$ cat config.mk
export PLATFORM = sky130hd
export DESIGN_NAME = cpu_oci_trace_capture
export DESIGN_NICKNAME = d
export VERILOG_FILES = /design/src/rtl/oci_trace_pkg.sv /design/src/rtl/oci_trace_ram.sv /design/src/rtl/cpu_oci_trace_capture.sv
export SDC_FILE = /design/constraint.sdc
export NUM_CORES = 1
export LEC_CHECK = 0
export CAP_MARGIN = 20
export CORE_ASPECT_RATIO = 0.7
export CORE_MARGIN = 4
export CORE_UTILIZATION = 28
export DETAILED_ROUTE_END_ITERATION = 6
export HOLD_SLACK_MARGIN = 0.06
export PLACE_DENSITY = 0.39
export SETUP_SLACK_MARGIN = 0.5
export SYNTH_ARGS = -nofsm -noshare
export SYNTH_HDL_FRONTEND = slang
export SYNTH_HIERARCHICAL = 1
export SYNTH_SLANG_ARGS = --single-unit
$ cat constraint.sdc
create_clock -name clk -period 10.15 [get_ports clk]
set_clock_uncertainty 0.05 [all_clocks]
set_input_delay 2.03 -clock clk [delete_from_list [all_inputs] [get_ports clk]]
set_output_delay 2.03 -clock clk [all_outputs]
set_load 0.05 [all_outputs]
$ cat src/rtl/oci_trace_pkg.sv
// Shared definitions for the OCI trace capture block: FSM state encoding,
// overflow counter width and the buffer entry width calculation.
package oci_trace_pkg;

    typedef enum logic [1:0] {
        CAPTURE = 2'd0,
        DRAIN   = 2'd1,
        DONE    = 2'd2
    } state_t;

    localparam int OVF_W = 8;

    // Entry layout is {timestamp (optional), count, word}.
    function automatic int entry_width(input int data_w, input int cnt_w,
                                       input int ts_w, input bit ts_en);
        return data_w + cnt_w + (ts_en ? ts_w : 0);
    endfunction

endpackage

$ cat src/rtl/oci_trace_ram.sv
// Trace storage: DEPTH x ENTRY_W, one synchronous write port and one
// asynchronous read port. Contents are not reset.
module oci_trace_ram #(
    parameter int DEPTH   = 16,
    parameter int ENTRY_W = 34,
    localparam int ADDR_W = $clog2(DEPTH)
) (
    input  logic               clk,
    input  logic               wr_en,
    input  logic [ADDR_W-1:0]  wr_addr,
    input  logic [ENTRY_W-1:0] wr_data,
    input  logic [ADDR_W-1:0]  rd_addr,
    output logic [ENTRY_W-1:0] rd_data
);

    logic [ENTRY_W-1:0] mem [DEPTH];

    // Write port: store the entry at the write address.
    always_ff @(posedge clk) begin
        if (wr_en) begin
            mem[wr_addr] <= wr_data;
        end
    end

    assign rd_data = mem[rd_addr];

endmodule

$ cat src/rtl/cpu_oci_trace_capture.sv
// Debug trace capture buffer. Captures qualified trace words into a circular
// buffer while the test runs (overwriting the oldest entry when full), then
// drains them to a ready/valid consumer once the test is ending.
// Optional feature macro: OCI_TRACE_TIMESTAMP_EN prefixes each entry with a
// free-running TS_W-bit cycle count.
module cpu_oci_trace_capture
    import oci_trace_pkg::*;
#(
    parameter int DATA_W = 30,
    parameter int CNT_W  = 4,
    parameter int DEPTH  = 16,
    parameter int TS_W   = 16,
`ifdef OCI_TRACE_TIMESTAMP_EN
    localparam int ENTRY_W = entry_width(DATA_W, CNT_W, TS_W, 1'b1),
`else
    localparam int ENTRY_W = entry_width(DATA_W, CNT_W, TS_W, 1'b0),
`endif
    localparam int LVL_W = $clog2(DEPTH) + 1
) (
    input  logic               clk,
    input  logic               reset_n,
    input  logic [DATA_W-1:0]  dct_buffer,
    input  logic [CNT_W-1:0]   dct_count,
    input  logic               dct_valid,
    input  logic               test_ending,
    input  logic               test_has_ended,
    input  logic               rd_ready,
    output logic               rd_valid,
    output logic [ENTRY_W-1:0] rd_data,
    output logic [LVL_W-1:0]   level,
    output logic [OVF_W-1:0]   ovf_cnt,
    output logic               done
);

    localparam int PTR_W = $clog2(DEPTH);

    state_t             state;
    logic [PTR_W-1:0]   wr_ptr;
    logic [PTR_W-1:0]   rd_ptr;
    logic [ENTRY_W-1:0] wr_entry;
    logic [ENTRY_W-1:0] ram_rd;
    logic               wr_en;
    logic               pop;
    logic               full;

    assign full     = (level == LVL_W'(DEPTH));
    assign wr_en    = (state == CAPTURE) && dct_valid && (dct_count != '0);
    assign rd_valid = (state == DRAIN) && (level != '0);
    assign pop      = rd_valid && rd_ready;
    // Gated so the output reads as zero whenever nothing valid is presented,
    // including while reset is held.
    assign rd_data  = rd_valid ? ram_rd : '0;

`ifdef OCI_TRACE_TIMESTAMP_EN
    logic [TS_W-1:0] ts;

    // Free-running cycle counter; wraps naturally.
    always_ff @(posedge clk or negedge reset_n) begin
        if (!reset_n) begin
            ts <= '0;
        end else begin
            ts <= ts + TS_W'(1);
        end
    end

    assign wr_entry = {ts, dct_count, dct_buffer};
`else
    assign wr_entry = {dct_count, dct_buffer};
`endif

    // Pointer, level and overflow bookkeeping; a write when full drops the oldest entry.
    always_ff @(posedge clk or negedge reset_n) begin
        if (!reset_n) begin
            wr_ptr  <= '0;
            rd_ptr  <= '0;
            level   <= '0;
            ovf_cnt <= '0;
        end else if (wr_en) begin
            wr_ptr <= wr_ptr + PTR_W'(1);
            if (full) begin
                rd_ptr <= rd_ptr + PTR_W'(1);
                if (ovf_cnt != '1) begin
                    ovf_cnt <= ovf_cnt + OVF_W'(1);
                end
            end else begin
                level <= level + LVL_W'(1);
            end
        end else if (pop) begin
            rd_ptr <= rd_ptr + PTR_W'(1);
            level  <= level - LVL_W'(1);
        end
    end

    // Capture/drain/done sequencing; DONE is left only through reset.
    always_ff @(posedge clk or negedge reset_n) begin
        if (!reset_n) begin
            state <= CAPTURE;
            done  <= 1'b0;
        end else begin
            case (state)
                CAPTURE: begin
                    if (test_ending) begin
                        state <= DRAIN;
                    end
                end
                DRAIN: begin
                    if ((level == '0) && test_has_ended) begin
                        state <= DONE;
                        done  <= 1'b1;
                    end
                end
                DONE: begin
                    state <= DONE;
                end
                default: begin
                    state <= CAPTURE;
                    done  <= 1'b0;
                end
            endcase
        end
    end

    oci_trace_ram #(
        .DEPTH   (DEPTH),
        .ENTRY_W (ENTRY_W)
    ) u_ram (
        .clk     (clk),
        .wr_en   (wr_en),
        .wr_addr (wr_ptr),
        .wr_data (wr_entry),
        .rd_addr (rd_ptr),
        .rd_data (ram_rd)
    );

endmodule

==> summary.md, run 1 <==
| Metric | Value |
|---|---|
| P&R area growth vs syn | 18.9% |
| Post-CTS Setup Bufs | 0 |
| 1st-iter DRT viols | about 970 |
| Complex-gate fraction of the synthesized area | 2.80% |
| Rel. slew slack | 29.7% |
| DR pass1 iterations | 5 |
| Die X | ~340 um |
| Most common cell after layout, fill and taps aside | edfxtp_1 |
| Main combinational cell family by area after synthesis | multiplexers |
| CTS buffer count | 58 |
| Ys Warns | 6 |
| Clock transition at the registers of the reported paths | 0.06 ns |
| Placed insts | between 2000 and 2500 |
| Worst-case clock buffer depth | 3 |
| Netlist cell types | 46 |
| Post-synth top flop | edfxtp_1 |
| Syn nets | 1058 |
| Die Y-Extent | 242 um |
| Worst slew pin tran | about 1.1 ns |
| Post-route setup slack | between 3 and 4 ns |
| Synth Area in XOR/XNOR | less than 1% |
| Power per Cell Area | 268 nW/um^2 |
| Hold_buf cts | 0 |
| Fraction of synthesized area in multiplexers | about 14% |
| Status | finished, final reports clean |
| Final slew viol count | 0 |
| Crit Path Class | flip-flop to output port |
| Final ANT Viol Nets | 0 |
| Final core utilization | 33.8% |
| Post-Syn Instances | 1007 |
| H-tree levels | 2 |
| Crit start category | flip-flop |
| First-pass GRT wire length | 82400 um |
| Required @ worst endpoint | 8.07 ns |
| Overflow after GRT | 0 |
| Total Routing Usage GR | about 14% |
| Worst hold path type | flip-flop to flip-flop |
| Netlist Area Pre-Place | around 22000 um^2 |
| Post_cts resized | 0 |
| EDFF count, synth | ~540 |
| Number of I/O port buffers | 88 |
| # DRC | 0 |
| Final hold vios | 0 |
| Final HPWL DP | between 20000 and 30000 um |
| Placement row count | 85 |
| Vias in the first global route | 11100 |
| Achievable Freq | 0.162 GHz |
| DP Worst Slack | 4.02 ns |
| Synthesized flop and latch total | about 570 |
| Sequential share of the synthesized area | 77.1% |
| Worst setup EP type | output port |
| Largest net degree at the start of global routing | 72 |
| DIE AREA | 83100 um^2 |
| PnR Total Power | 7.00 mW |
| Crit Path Max Fanout | 25 |
| Clock Sinks | between 500 and 600 |
| Num ports | 89 |
| Leakage power | roughly 8.2 nW |
| Share of layout cells above drive strength 1 | 23.9% |
| Core area | 77300 um^2 |
| Simple-Gate Fraction of Synth Area | 3.26% |
| Reg-to-reg setup timing slack | 6.29 ns |
| CTS tree | done |
| VDD IR max | 0.000173 V |
| Min cycle time layout | 6.18 ns |
| Drt wl/cell | 25.7 um |
| RSZ-0062 raised after global routing | false |
| Nets | 1186 |
| Final setup viols | 0 |
| Initial core utilization | 28.4% |
| Commonest cells after routing, fill and taps aside | 544 x edfxtp_1, 136 x mux4_2, 88 x clkdlybuf4s50_1 |
| CP arrival | 4.10 ns |
| Adder-cell share of the synthesized area | 0.661% |
| Vias/cell | 4.66 |
| Drt total wl | about 57000 um |
| Clk Latency, worst-skew pair | 0.61 ns |
| CTS root buf | clkbuf_16 |
| Final cell count without fillers | 2228 |
| Gpl congestion | 0.665 |
| Async SR Flop Fraction | 4.23% |
| Vias | 10400 |
| Final Cycle Share | 60.9% |
| Setup TNS | 0 ns |
| MaxCap Viol Count | 0 |
| Antenna violations before repair | 4 |
| Mean Syn Cell Area | 21.8 um^2 |
## logic make-up (layout without fill, tap and decap cells)
logic type | after synthesis | count (layout)
adders and majority gates | 11 | 11
muxes | 144 | 144
xor gates and xnor gates | 16 | 16
AOI/OAI and AO/OA | 81 | 81
DFF | 568 | 568
and+or+nand+nor | 132 | 132
buffers and inverters | 55 | 228
other | 0 | 4
## cells in the mapped netlist, types with 2 or more instances
cell	instances	area share (%)
edfxtp_1	544	74
mux4_2	136	14
a22oi_1	68	2.3
nand2_1	44	0.75
and2_1	37	1.1
clkbuf_1	27	0.46
dfrtp_1	24	2.7
buf_2	16	0.36
nor2_1	15	0.26
xor2_1	12	0.48
ha_1	10	0.57
nor3_1	8	0.18
inv_1	6	0.10
buf_6	5	0.26
nand3_1	5	0.11
nor4_1	5	0.14
xnor2_1	4	0.16
a21oi_1	3	0.068
mux2_1	3	0.15
mux2_2	3	0.15
a21boi_2	2	0.10
a21o_1	2	0.068
and4_1	2	0.080
nand2b_1	2	0.057
nand3b_1	2	0.068
nor2b_1	2	0.057
## per-layer routing
metal	global-route usage (%)	up-vias	share of wire [%]
met5	0	-	0
met4	3.18	0	1.6
met3	2.46	70	4.1
met2	20.4	185	44
met1	21.2	5657	50
li1	-	4479	-
## power by group
group	leakage [nW]	switching (mW)	internal (mW)
Clock	0.891	0.892	1.16
Combinational	2.11	1.22	0.879
Sequential	5.19	0.137	2.70
Total	8.19	2.25	4.75
## cell type report
type                       count  area [um^2]
timing repair buffer         117         1120
sequential                   568        16900
clock buffer                  72         1520
inverter                       6         22.5
clock inverter                33          282
fill                        7269        51200
antenna                        4         10.0
multi-input combinational    384         4910
tap                         1044         1310
## metrics by stage
step / hold WS, ns / cell area (um^2)
global route: 0.473 / 26100
floorplan: 0.434 / 22000
finish: 0.450 / 26100
CTS: 0.455 / 26100
detailed placement: 0.437 / 24300
global placement: 0.438 / 24300
## worst max-delay path, cell delays in order (launching register included)
cell             delay (ns)
dfrtp_4                0.76
buf_12                 0.30
buf_4                  0.51
mux4_2                 0.56
a22oi_1                0.21
nand2_1                0.20
and2_1                 0.20
clkdlybuf4s50_1        0.70
## flip-flops by register name, indices dropped and copies added, names as in the netlist
name / flops
done: 1
rd_ptr: 4
state: 2
u_ram/mem: 544
wr_ptr: 4
ovf_cnt: 8
level: 5
## final timing paths
check | startpoint | end | cells after the start
worst max-delay path | rd_ptr[0] | rd_data[5] | 7
worst min register to register | ovf_cnt[5] | ovf_cnt[5] | 1
worst min-delay path | ovf_cnt[5] | ovf_cnt[5] | 1
worst max register to register | state[1] | u_ram/mem[4][25] | 8
max in group asynchronous | reset_n | rd_ptr[0] | 2
min in group asynchronous | reset_n | ovf_cnt[5] | 2
Power figures use the tool's default switching activity.
==> run 2: changes to the inputs <==
--- a/config.mk
+++ b/config.mk
@@ -11,7 +11,7 @@
 export CORE_UTILIZATION = 28
 export DETAILED_ROUTE_END_ITERATION = 6
 export HOLD_SLACK_MARGIN = 0.06
-export PLACE_DENSITY = 0.39
+export PLACE_DENSITY = 0.4
 export SETUP_SLACK_MARGIN = 0.5
 export SYNTH_ARGS = -nofsm -noshare
 export SYNTH_HDL_FRONTEND = slang
==> constraint.sdc (replaced) <==
create_clock -name clk -period 5.01 [get_ports clk]
set_clock_uncertainty 0.05 [all_clocks]
set_input_delay 1.002 -clock clk [delete_from_list [all_inputs] [get_ports clk]]
set_output_delay 1.002 -clock clk [all_outputs]
set_load 0.05 [all_outputs]
==> run 2 against run 1 <==
Net effect: setup slack worse by 3.4 ns; critical path type unchanged; worst hold slack worse by 0.015 ns; combinational power rose by 120%; via count up 0.49%; non-clock buffer count rose by 38; clock power rose by 100%.
==> summary.md, run 2 (synthesis gave the netlist of run 1 again) <==
| Metric | Value |
|---|---|
| VDD IR max | 0.000250 V (was 0.000173 V) |
| Placement Cell Area | 24600 um^2 (was 24300 um^2) |
| Final setup viols | 0 (unchanged) |
| Share of layout cells above drive strength 1 | 25.8% (was 23.9%) |
| Crit start category | flip-flop (unchanged) |
| Clock Sinks | 568 (unchanged) |
| Final slew viol count | 0 (unchanged) |
| Worst-case clock buffer depth | 3 (unchanged) |
| Combinational power share | 31.6% (was 30.0%) |
| Worst slew pin tran | 0.785 ns (was 1.06 ns) |
| Rel. slew slack | 47.6% (was 29.7%) |
| Largest Register | u_ram/mem (unchanged) |
| RSZ-0062 raised after global routing | false (unchanged) |
| Required @ worst endpoint | 3.96 ns (was 8.07 ns) |
| CTS buffer count | 57 (was 58) |
| Sequential power share | 39.5% (was 40.6%) |
| Fin area | 26600 um^2 (was 26100 um^2) |
| First-pass GRT wire length | 80700 um (was 82400 um) |
| Clk Latency, worst-skew pair | 0.62 ns (was 0.61 ns) |
| Crit Path Max Fanout | 20 (was 25) |
| Delay-heaviest family, CP | buffers and inverters (unchanged) |
| CP arrival | 3.34 ns (was 4.10 ns) |
| Die X | 343 um (unchanged) |
| Achievable Freq | around 0.23 GHz |
| Worst hold path type | flip-flop to flip-flop (unchanged) |
| CP max stage delay | 0.71 ns (was 0.76 ns) |
| Worst setup EP type | output port (unchanged) |
| PnR Total Power | 14.5 mW (was 7.00 mW) |
| CTS root buf | clkbuf_16 (unchanged) |
| Min cycle time layout | between 4 and 5 ns |
| Final Cycle Share | 87.8% |
| Crit Path Class | flip-flop to output port (unchanged) |
| Die Y-Extent | 242 um (unchanged) |
| Critical path buffers and inverters | 2 (was 3) |
| Vias/cell | 4.61 (was 4.66) |
| Core area | 77300 um^2 (unchanged) |
| Final hold vios | 0 (unchanged) |
| Number of I/O port buffers | 88 (unchanged) |
| Most common cell after layout, fill and taps aside | edfxtp_1 (unchanged) |
| Drt wl/cell | 24.4 um (was 25.7 um) |
| Status | finished, final reports clean (unchanged) |
| Placement row count | 85 (unchanged) |
| Clock transition at the registers of the reported paths | 0.06 ns (about the same) |
| Final HPWL DP | 31200 um (was 29000 um) |
| Psw | 4.59 mW (was 2.25 mW) |
| CTS tree | done (unchanged) |
| Final ANT Viol Nets | 0 (unchanged) |
| FF/Latch Area | 16900 um^2 (unchanged) |
| MaxCap Viol Count | 0 (unchanged) |
| Initial core utilization | 28.4% (unchanged) |
| Power per Cell Area | 544 nW/um^2 (was 268 nW/um^2) |
| Final core utilization | 34.4% (was 33.8%) |
| Placed insts | 2145 (was 2118) |
| Multi-input gate area | 4940 um^2 (was 4910 um^2) |
| Fillers | 7281 (was 7269) |
| Slowest CP cell | dfrtp_4 (unchanged) |
| Vias in the first global route | 11300 (was 11100) |
| Overflow after GRT | 0 (unchanged) |
| Final cell count without fillers | 2264 (was 2228) |
| Internal power consumption | 9.88 mW (was 4.75 mW) |
| 1st-iter DRT viols | 616 (was 965) |
| DR pass1 iterations | 4 (was 5) |
| Num ports | 89 (unchanged) |
| DIE AREA | 83100 um^2 (unchanged) |
| Gpl congestion | 0.712 (was 0.665) |
| Clock power share | 29.0% (was 29.4%) |
| Hold Startpoint | ovf_cnt[5] (unchanged) |
| Flip-flop count of the largest register after layout | 544 (unchanged) |
| Total Routing Usage GR | 13.3% (was 13.8%) |
| Drt total wl | 55100 um (was 57400 um) |
| Commonest cells after routing, fill and taps aside | 544 x edfxtp_1, 136 x mux4_2, 88 x clkdlybuf4s50_1 (unchanged) |
| CP cell instances | buf_4, mux4_2, a22oi_1, nand2_1, and2_1, clkdlybuf4s50_1 (was buf_12, buf_4, mux4_2, a22oi_1, nand2_1, and2_1, clkdlybuf4s50_1) |
| Sw frac | 31.7% (was 32.2%) |
| # DRC | 0 (unchanged) |
| P&R area growth vs syn | 21.1% (was 18.9%) |
| Leakage power | 8.44 nW (was 8.19 nW) |
| H-tree levels | 2 (unchanged) |
| Nets | 1223 (was 1186) |
| Largest net degree at the start of global routing | 36 (was 72) |
| Top Registers | u_ram/mem: 544 flops, ovf_cnt: 8 flops, level: 5 flops (unchanged) |
| Worst Setup SP | rd_ptr[1] (was rd_ptr[0]) |
| Vias | 10400 (about the same) |
| Worst reg2reg path startpoint | state[1] (unchanged) |
| Setup TNS | 0 ns (unchanged) |
| Hold_buf cts | 0 (unchanged) |
| Antenna violations before repair | 3 (was 4) |
[run 2: cell count changes in the layout (fill, tap and decap cells not counted), sizes merged]
cell,delta
clkbuf,-2
bufinv,+1
inv,-2
buf,+38
diode,-2
clkinv,+3
[run 2: worst register-to-register path, delay by kind of cell, from the launching register on]
family,cells,cell delay (ns)
fa+ha+maj,1,0.25
buf+inv,3,0.81
flops,1,0.40
simple gates,4,1.08
[run 2: final timing paths]
path                                     to  slack [ns]  cells after the start
min reg2reg                      ovf_cnt[5]        0.43                      1
max reg2reg                u_ram/mem[7][29]        2.01                      8
min in group asynchronous        ovf_cnt[5]        0.71                      1
max in group asynchronous         rd_ptr[0]        3.56                      2
max                              rd_data[0]        0.61                      6
min                              ovf_cnt[5]        0.43                      1
[run 2: power groups by stage]
stage | Sequential (mW) | Clock [mW] | Combinational, mW
floorplan | 5.82 | 0 | 2.90
CTS | 5.72 | 4.36 | 4.72
finish | 5.71 | 4.19 | 4.57
detailed placement | 5.91 | 0 | 4.42
global placement | 5.91 | 0 | 4.43
global route | 5.74 | 4.55 | 4.94
[run 2: layout make-up]
class	count	area share, %
Sequential cell	568	63.7
Inverter	6	0.0847
Clock inverter	35	1.20
Antenna cell	2	0.0188
Multi-Input combinational cell	384	18.6
Tap cell	1044	4.91
Clock buffer	70	5.63
Timing Repair Buffer	155	5.89
[run 2: layer usage]
metal | vias to the layer above | GRT usage, % | routed length (um)
met5 | - | 0 | 31
met4 | 4 | 3.03 | 938
met3 | 64 | 2.52 | 2690
met2 | 169 | 20.4 | 25200
met1 | 5653 | 19.6 | 26300
li1 | 4552 | - | -
[run 2: through the flow]
stage | setup slack, ns | hold WS [ns]
after floorplan | 0.969 | 0.434
final | 0.614 | 0.435
after global placement | 0.866 | 0.423
after detailed placement | 0.867 | 0.428
after global routing | 0.502 | 0.453
after CTS | 0.521 | 0.440
[run 2: what timing repair did]
item	in CTS	in global routing
endpoints found under the setup margin	35	1
pin swaps	0	1
endpoints found under the hold margin	0	0
gates resized for setup	0	0
setup buffers	12	0
